**src/rtl/image_buffer_ctrl_if.sv**
```systemverilog
// Bundle for the image buffer controller: pixel stream, BRAM write port,
// reader handshake and status flags.
interface image_buffer_ctrl_if #(
   parameter int unsigned PIXEL_SIZE = 8
);
   logic [PIXEL_SIZE-1:0] pixel_i;
   logic                  pixel_valid_i;
   logic                  pixel_ready_o;
   logic [31:0]           bram_wr_address;
   logic [31:0]           bram_wr_data;
   logic                  bram_wr_en;
   logic                  start_o;
   logic                  image_done_i;
   logic                  wr_slot_o;
   logic                  rd_slot_o;
   logic                  slots_full_o;
   logic                  protocol_err_o;

   // Controller side.
   modport slave (
      input  pixel_i, pixel_valid_i, image_done_i,
      output pixel_ready_o, bram_wr_address, bram_wr_data, bram_wr_en,
             start_o, wr_slot_o, rd_slot_o, slots_full_o, protocol_err_o
   );

   // Upstream source / reader / BRAM side.
   modport master (
      output pixel_i, pixel_valid_i, image_done_i,
      input  pixel_ready_o, bram_wr_address, bram_wr_data, bram_wr_en,
             start_o, wr_slot_o, rd_slot_o, slots_full_o, protocol_err_o
   );
endinterface

```
**src/rtl/image_buffer_ctrl.sv**
```systemverilog
// Ping-pong scheduler for a two-slot image BRAM: fills slots alternately from
// the pixel stream and hands complete images to the rotation reader in order.
module image_buffer_ctrl #(
   parameter int unsigned PIXEL_SIZE = 8,
   parameter int unsigned NUM_PIXELS = 784,
   parameter logic [31:0] BASE_ADDR1 = 32'hB000_0000,
   parameter logic [31:0] BASE_ADDR2 = 32'hB000_1000,
   parameter int unsigned ADDR_STEP  = 4
) (
   input  logic                clk,
   input  logic                reset,
   image_buffer_ctrl_if.slave  bus
);

   typedef enum logic [1:0] {
      S_EMPTY   = 2'd0,
      S_FILLING = 2'd1,
      S_READY   = 2'd2,
      S_READING = 2'd3
   } slot_state_e;

   typedef enum logic [1:0] {
      R_IDLE  = 2'd0,
      R_START = 2'd1,
      R_BUSY  = 2'd2
   } rd_state_e;

   localparam logic [9:0]  LAST_IDX    = 10'(NUM_PIXELS - 1);
   localparam logic [31:0] ADDR_STEP_W = 32'(ADDR_STEP);

   slot_state_e status_q [2];
   slot_state_e status_d [2];
   rd_state_e   rd_state_q, rd_state_d;
   logic        wr_slot_q, wr_slot_d;
   logic        rd_slot_q, rd_slot_d;
   logic [9:0]  count_q, count_d;
   logic        err_q, err_d;
   logic        wr_en_q, wr_en_d;
   logic [31:0] wr_addr_q, wr_addr_d;
   logic [31:0] wr_data_q, wr_data_d;

   logic        pixel_ready;
   logic        accept;
   logic        start;
   logic        mark_reading;
   logic        mark_empty;
   slot_state_e wr_status;
   logic [31:0] slot_base;

   assign wr_status = status_q[wr_slot_q];
   assign slot_base = wr_slot_q ? BASE_ADDR2 : BASE_ADDR1;

   // Held low during reset so every output reads 0 while reset is asserted.
   assign pixel_ready = !reset && (wr_status == S_EMPTY || wr_status == S_FILLING);
   assign accept      = bus.pixel_valid_i && pixel_ready;

   // Read-side FSM: next state and Moore start pulse.
   always_comb begin
      // NOTE: every signal gets a default before the case so no path can leave
      // it unassigned, which would otherwise infer a latch.
      rd_state_d   = rd_state_q;
      rd_slot_d    = rd_slot_q;
      start        = 1'b0;
      mark_reading = 1'b0;
      mark_empty   = 1'b0;
      err_d        = err_q;

      case (rd_state_q)
         R_IDLE: begin
            if (status_q[rd_slot_q] == S_READY) rd_state_d = R_START;
         end
         R_START: begin
            start        = 1'b1;
            mark_reading = 1'b1;
            rd_state_d   = R_BUSY;
         end
         R_BUSY: begin
            if (bus.image_done_i) begin
               mark_empty = 1'b1;
               rd_slot_d  = ~rd_slot_q;
               rd_state_d = R_IDLE;
            end
         end
         default: rd_state_d = R_IDLE;
      endcase

      if (bus.image_done_i && rd_state_q != R_BUSY) err_d = 1'b1;
   end

   // Write side and slot status; the writer and reader never own the same slot.
   always_comb begin
      status_d[0] = status_q[0];
      status_d[1] = status_q[1];
      count_d     = count_q;
      wr_slot_d   = wr_slot_q;
      wr_en_d     = accept;
      wr_addr_d   = wr_addr_q;
      wr_data_d   = wr_data_q;

      if (accept) begin
         wr_addr_d = slot_base + 32'(count_q) * ADDR_STEP_W;
         wr_data_d = 32'(bus.pixel_i);
         if (count_q == LAST_IDX) begin
            count_d             = '0;
            wr_slot_d           = ~wr_slot_q;
            status_d[wr_slot_q] = S_READY;
         end else begin
            count_d             = count_q + 10'd1;
            status_d[wr_slot_q] = S_FILLING;
         end
      end

      if (mark_reading) status_d[rd_slot_q] = S_READING;
      if (mark_empty)   status_d[rd_slot_q] = S_EMPTY;
   end

   always_ff @(posedge clk or posedge reset) begin
      if (reset) begin
         status_q[0] <= S_EMPTY;
         status_q[1] <= S_EMPTY;
         rd_state_q  <= R_IDLE;
         wr_slot_q   <= 1'b0;
         rd_slot_q   <= 1'b0;
         count_q     <= '0;
         err_q       <= 1'b0;
         wr_en_q     <= 1'b0;
         wr_addr_q   <= '0;
         wr_data_q   <= '0;
      end else begin
         // NOTE: non-blocking assignments so every register samples the values
         // from before this edge, independent of statement order.
         status_q[0] <= status_d[0];
         status_q[1] <= status_d[1];
         rd_state_q  <= rd_state_d;
         wr_slot_q   <= wr_slot_d;
         rd_slot_q   <= rd_slot_d;
         count_q     <= count_d;
         err_q       <= err_d;
         wr_en_q     <= wr_en_d;
         wr_addr_q   <= wr_addr_d;
         wr_data_q   <= wr_data_d;
      end
   end

   assign bus.pixel_ready_o   = pixel_ready;
   assign bus.bram_wr_en      = wr_en_q;
   assign bus.bram_wr_address = wr_addr_q;
   assign bus.bram_wr_data    = wr_data_q;
   assign bus.start_o         = start;
   assign bus.wr_slot_o       = wr_slot_q;
   assign bus.rd_slot_o       = rd_slot_q;
   assign bus.slots_full_o    = (status_q[0] == S_READY || status_q[0] == S_READING) &&
                                (status_q[1] == S_READY || status_q[1] == S_READING);
   assign bus.protocol_err_o  = err_q;

endmodule

```
**src/flat_wrapper.sv**
```systemverilog
// flat-port wrapper written by rule: the top's interface ports become plain ports
module image_buffer_ctrl_flat 
#(
   parameter int unsigned PIXEL_SIZE = 8,
   parameter int unsigned NUM_PIXELS = 784,
   parameter logic [31:0] BASE_ADDR1 = 32'hB000_0000,
   parameter logic [31:0] BASE_ADDR2 = 32'hB000_1000,
   parameter int unsigned ADDR_STEP  = 4
)
  (clk, reset, bus_pixel_i, bus_pixel_valid_i, bus_image_done_i, bus_pixel_ready_o, bus_bram_wr_address, bus_bram_wr_data, bus_bram_wr_en, bus_start_o, bus_wr_slot_o, bus_rd_slot_o, bus_slots_full_o, bus_protocol_err_o);
  image_buffer_ctrl_if #(.PIXEL_SIZE(PIXEL_SIZE)) bus_i ();
  input  logic clk;
  input  logic reset;
  input wire logic [$bits(bus_i.pixel_i)-1:0] bus_pixel_i;
  input wire logic [$bits(bus_i.pixel_valid_i)-1:0] bus_pixel_valid_i;
  input wire logic [$bits(bus_i.image_done_i)-1:0] bus_image_done_i;
  output wire logic [$bits(bus_i.pixel_ready_o)-1:0] bus_pixel_ready_o;
  output wire logic [$bits(bus_i.bram_wr_address)-1:0] bus_bram_wr_address;
  output wire logic [$bits(bus_i.bram_wr_data)-1:0] bus_bram_wr_data;
  output wire logic [$bits(bus_i.bram_wr_en)-1:0] bus_bram_wr_en;
  output wire logic [$bits(bus_i.start_o)-1:0] bus_start_o;
  output wire logic [$bits(bus_i.wr_slot_o)-1:0] bus_wr_slot_o;
  output wire logic [$bits(bus_i.rd_slot_o)-1:0] bus_rd_slot_o;
  output wire logic [$bits(bus_i.slots_full_o)-1:0] bus_slots_full_o;
  output wire logic [$bits(bus_i.protocol_err_o)-1:0] bus_protocol_err_o;
  assign bus_i.pixel_i = bus_pixel_i;
  assign bus_i.pixel_valid_i = bus_pixel_valid_i;
  assign bus_i.image_done_i = bus_image_done_i;
  assign bus_pixel_ready_o = bus_i.pixel_ready_o;
  assign bus_bram_wr_address = bus_i.bram_wr_address;
  assign bus_bram_wr_data = bus_i.bram_wr_data;
  assign bus_bram_wr_en = bus_i.bram_wr_en;
  assign bus_start_o = bus_i.start_o;
  assign bus_wr_slot_o = bus_i.wr_slot_o;
  assign bus_rd_slot_o = bus_i.rd_slot_o;
  assign bus_slots_full_o = bus_i.slots_full_o;
  assign bus_protocol_err_o = bus_i.protocol_err_o;
  image_buffer_ctrl #(.PIXEL_SIZE(PIXEL_SIZE), .NUM_PIXELS(NUM_PIXELS), .BASE_ADDR1(BASE_ADDR1), .BASE_ADDR2(BASE_ADDR2), .ADDR_STEP(ADDR_STEP)) u_core (.clk(clk), .reset(reset), .bus(bus_i));
endmodule
```
**config.mk**
```make
export PLATFORM = sky130hd
export DESIGN_NAME = image_buffer_ctrl_flat
export DESIGN_NICKNAME = d
export VERILOG_FILES = /design/src/rtl/image_buffer_ctrl_if.sv /design/src/rtl/image_buffer_ctrl.sv /design/src/flat_wrapper.sv
export SDC_FILE = /design/constraint.sdc
export NUM_CORES = 1
export LEC_CHECK = 0
export CAP_MARGIN = 40
export CORE_MARGIN = 4
export CORE_UTILIZATION = 40
export DETAILED_ROUTE_END_ITERATION = 8
export PLACE_DENSITY = 0.71
export RECOVER_POWER = 25
export SYNTH_ARGS = -nofsm -noshare
export SYNTH_HDL_FRONTEND = slang
export SYNTH_SLANG_ARGS = --single-unit
```
**constraint.sdc**
```tcl
create_clock -name clk -period 3.7 [get_ports clk]
set_clock_uncertainty 0.1 [all_clocks]
set_input_delay 0.37 -clock clk [delete_from_list [all_inputs] [get_ports clk]]
set_output_delay 0.37 -clock clk [all_outputs]
set_load 0.02 [all_outputs]
```
==> results.sh <==
export IMPL_io_pins=83
export IMPL_synth_lib_cells_used_distinct=38
export IMPL_post_route_cells_drive_above_1_share=0.0577
export IMPL_clock_insertion_delay_worst_skew_ns=0.29
export IMPL_cts_buffer_depth=2
export IMPL_post_drt_wl_per_cell_um=11.7
export IMPL_yosysMostFrequentCell="sky130_fd_sc_hd__nand2_1"
export IMPL_cts_hold_repair_buffers=0
export IMPL_ys_top_cells_by_count="sky130_fd_sc_hd__nand2_1 (59), sky130_fd_sc_hd__buf_4 (45), sky130_fd_sc_hd__dfrtp_1 (40)"
export IMPL_hold_depth=1
export IMPL_register_area_share_after_synthesis=0.488
export IMPL_avgSynthCellArea_um2=9.41
export IMPL_dpl_hpwl_mm=2.80
export IMPL_worstPathArrival_ns=2.46
export IMPL_run_status="complete, but fails checks"
export IMPL_floorplan_rows=25
export IMPL_cts_tree="yes"
export IMPL_grt_setup_unrepaired="false"
export IMPL_global_route_usage_total=0.123
export IMPL_cts_num_sinks=40
export IMPL_multi_input_comb_area_um2=831
export IMPL_p_per_area_nw_per_um2=691
export IMPL_totalNegativeSetupSlack_ns=0
export IMPL_ys_warn_count=0
export IMPL_critical_path_peak_fanout=40
export IMPL_post_synth_top_area_cell="sky130_fd_sc_hd__dfrtp_1"
export IMPL_post_place_cells=319
export IMPL_failed_checks="max-capacitance violations, max-slew violations"
export IMPL_ctsRootBufferMaster="sky130_fd_sc_hd__clkbuf_8"
export IMPL_final_period_utilization=0.697
export IMPL_critPathRequiredTime_ns=3.58
export IMPL_postCtsResizedCells=0
export IMPL_detail_route_first_pass_iterations=4
export IMPL_final_fill_count=466
export IMPL_number_of_flops_mapped_to_enable_cells_by_yosys=0
export IMPL_area_of_the_die_um2=6340
export IMPL_final_antenna_net_count=0
export IMPL_drv_max_cap_violation_count=1
export IMPL_sequential_cell_area_um2=1000
export IMPL_timing_final_setup_violations=0
export IMPL_finalWeightedCongestion=0.830
export IMPL_totalPowerFinal_w=0.00169
export IMPL_worst_rel_slew_slack=-0.406
export IMPL_synthCells=218
export IMPL_vdd_ir_drop_max_uv=346
export IMPL_rr_worst_depth=5
export IMPL_post_cts_repair_setup_buffers=0
export IMPL_htree_levels=2
export IMPL_async_reset_ff_frac=1.00
export IMPL_total_leakage_power_nw=1.21
export IMPL_antenna_found_initial=0
export IMPL_final_stage_net_count=272
export IMPL_synth_top_cell_area_share=0.488
export IMPL_layout_min_cycle_time_ns=2.58
export IMPL_post_route_drc_count=0
export IMPL_dieHeight_um=79.6
export IMPL_layout_area_overhead_vs_synth_pct=19.5
export IMPL_timing_worst_setup_path_type="in -> async"
export IMPL_flip_flop_and_latch_count_after_synthesis=40
export IMPL_netlist_area_um2=2050
export IMPL_finalNonFillerCells=327
export IMPL_fp_coreArea_um2=4850
export IMPL_numPortBuffers=40
export IMPL_num_vias=1464
export IMPL_min_delay_path_class="reg -> reg"
export IMPL_finalMaxSlewViolations=41
export IMPL_finalWirelength_mm=3.84
export IMPL_report_final_hold_viol_count=0
export IMPL_worstMarginPinSlew_ns=2.11
export IMPL_critical_path_endpoint_type="async pin"
export IMPL_path_clk_slew_ns=0.07
export IMPL_initial_core_util=0.423
export IMPL_max_freq_ghz=0.388
export IMPL_grt_pass1_wl_mm=6.24
export IMPL_netlist_top_cells_area="sky130_fd_sc_hd__dfrtp_1 (49%), sky130_fd_sc_hd__buf_4 (16%), sky130_fd_sc_hd__nand2_1 (11%)"
export IMPL_antenna_diode_instance_count=0
export IMPL_synth_main_ff_cell="sky130_fd_sc_hd__dfrtp_1"
export IMPL_tritoncts_num_buffers=5
export IMPL_route_detailed_vias_per_inst=4.48
export IMPL_cp_start_kind="input port"
export IMPL_detail_route_iter0_violations=57
export IMPL_die_x_um=79.6
export IMPL_grt_pass1_vias=1380
export IMPL_grt_remaining_overflow=0
export IMPL_grt_start_max_net_pins=41
==> metal layers <==
layer  routed length (µm)  up-vias  global-route usage
met2                 1750       71               0.194
li1                     -      706                   -
met5                    0        -                   0
met1                 1650      679               0.159
met3                  376        8              0.0339
met4                   54        0              0.0498
==> sequential cells by signal, indices dropped and copies added (netlist names) <==
signal and flops:
u_core.bus.wr_slot_o 1, u_core.bus.protocol_err_o 1, u_core.bus.bram_wr_data 8, u_core.bus.rd_slot_o 1, u_core.bus.bram_wr_address 12, u_core.status_q 4, u_core.count_q 10, u_core.bus.bram_wr_en 1
u_core.rd_state_q 2
==> kinds of logic after synthesis <==
| family | Yosys count | synth area share |
|---|---|---|
| AND/OR/NAND/NOR | 94 | 0.216 |
| buffers and inverters | 54 | 0.182 |
| flip-flops | 40 | 0.488 |
| AO/OA/AOI/OAI | 17 | 0.0543 |
| XOR/XNOR | 8 | 0.0342 |
| multiplexers | 3 | 0.0177 |
| adder cells (fa/ha/maj) | 1 | 0.00610 |
| other | 1 | 0.00183 |
==> worst max-delay path: stages <==
cell                              delay, ns
sky130_fd_sc_hd__clkdlybuf4s50_1       0.48
sky130_fd_sc_hd__inv_1                 0.08
sky130_fd_sc_hd__clkbuf_1              1.50
==> stage by stage <==
stage               utilization  setup slack, ns  instance area [µm²]  hold WS, ns
finish                    0.505             1.12                 2450        0.375
global route              0.505            0.653                 2450        0.405
CTS                       0.506             1.36                 2450        0.380
detailed placement        0.484             1.47                 2350        0.361
global placement          0.484             1.52                 2350        0.346
floorplan                     -             1.84                 2200        0.336
==> power by group <==
part	leakage [nW]	switching (W)	internal (W)
Combinational	0.651	0.000364	0.000294
Sequential	0.500	0.000112	0.000577
Clock	0.0552	0.000145	0.000200
==> layout make-up <==
class	instances	area share
flip-flops and latches	40	0.409
multi-input cells	165	0.339
repair buffers	41	0.165
well taps	67	0.0342
clock buffers	6	0.0296
clock inverters	2	0.0143
inverters	6	0.00919
==> worst paths after layout <==
check                                                           start                                     end  slack (ns)
min in group asynchronous                                       reset            u_core.status_q[1]$_DFF_PP0_        1.17
max in group clk                     u_core.bus.wr_slot_o$_DFFE_PP0P_                       bus_pixel_ready_o        1.38
worst max register to register       u_core.bus.wr_slot_o$_DFFE_PP0P_           u_core.count_q[2]$_DFFE_PP0N_        1.68
worst min-delay path            u_core.bus.protocol_err_o$_DFFE_PP0P_   u_core.bus.protocol_err_o$_DFFE_PP0P_        0.37
worst min register to register  u_core.bus.protocol_err_o$_DFFE_PP0P_   u_core.bus.protocol_err_o$_DFFE_PP0P_        0.37
worst max-delay path                                            reset  u_core.bus.bram_wr_data[4]$_DFFE_PP0N_        1.12
==> cells in the final DEF (no fill, tap or decap), types with 2 or more instances in the layout <==
master                            count
sky130_fd_sc_hd__nor3_1               5
sky130_fd_sc_hd__a21oi_1              3
sky130_fd_sc_hd__nor4_1               4
sky130_fd_sc_hd__xor2_1               4
sky130_fd_sc_hd__nand2_1             59
sky130_fd_sc_hd__nor2b_1              2
sky130_fd_sc_hd__xnor2_1              4
sky130_fd_sc_hd__nand3_1              3
sky130_fd_sc_hd__a21o_1               4
sky130_fd_sc_hd__o21ai_0              4
sky130_fd_sc_hd__clkbuf_8             5
sky130_fd_sc_hd__nand2b_1             3
sky130_fd_sc_hd__clkdlybuf4s50_1     39
sky130_fd_sc_hd__clkbuf_1             2
sky130_fd_sc_hd__inv_1                5
sky130_fd_sc_hd__a31oi_1              2
sky130_fd_sc_hd__nor2_1               8
sky130_fd_sc_hd__conb_1              42
sky130_fd_sc_hd__dfrtp_1             40
No activity file was read; power rests on OpenSTA's default activity.
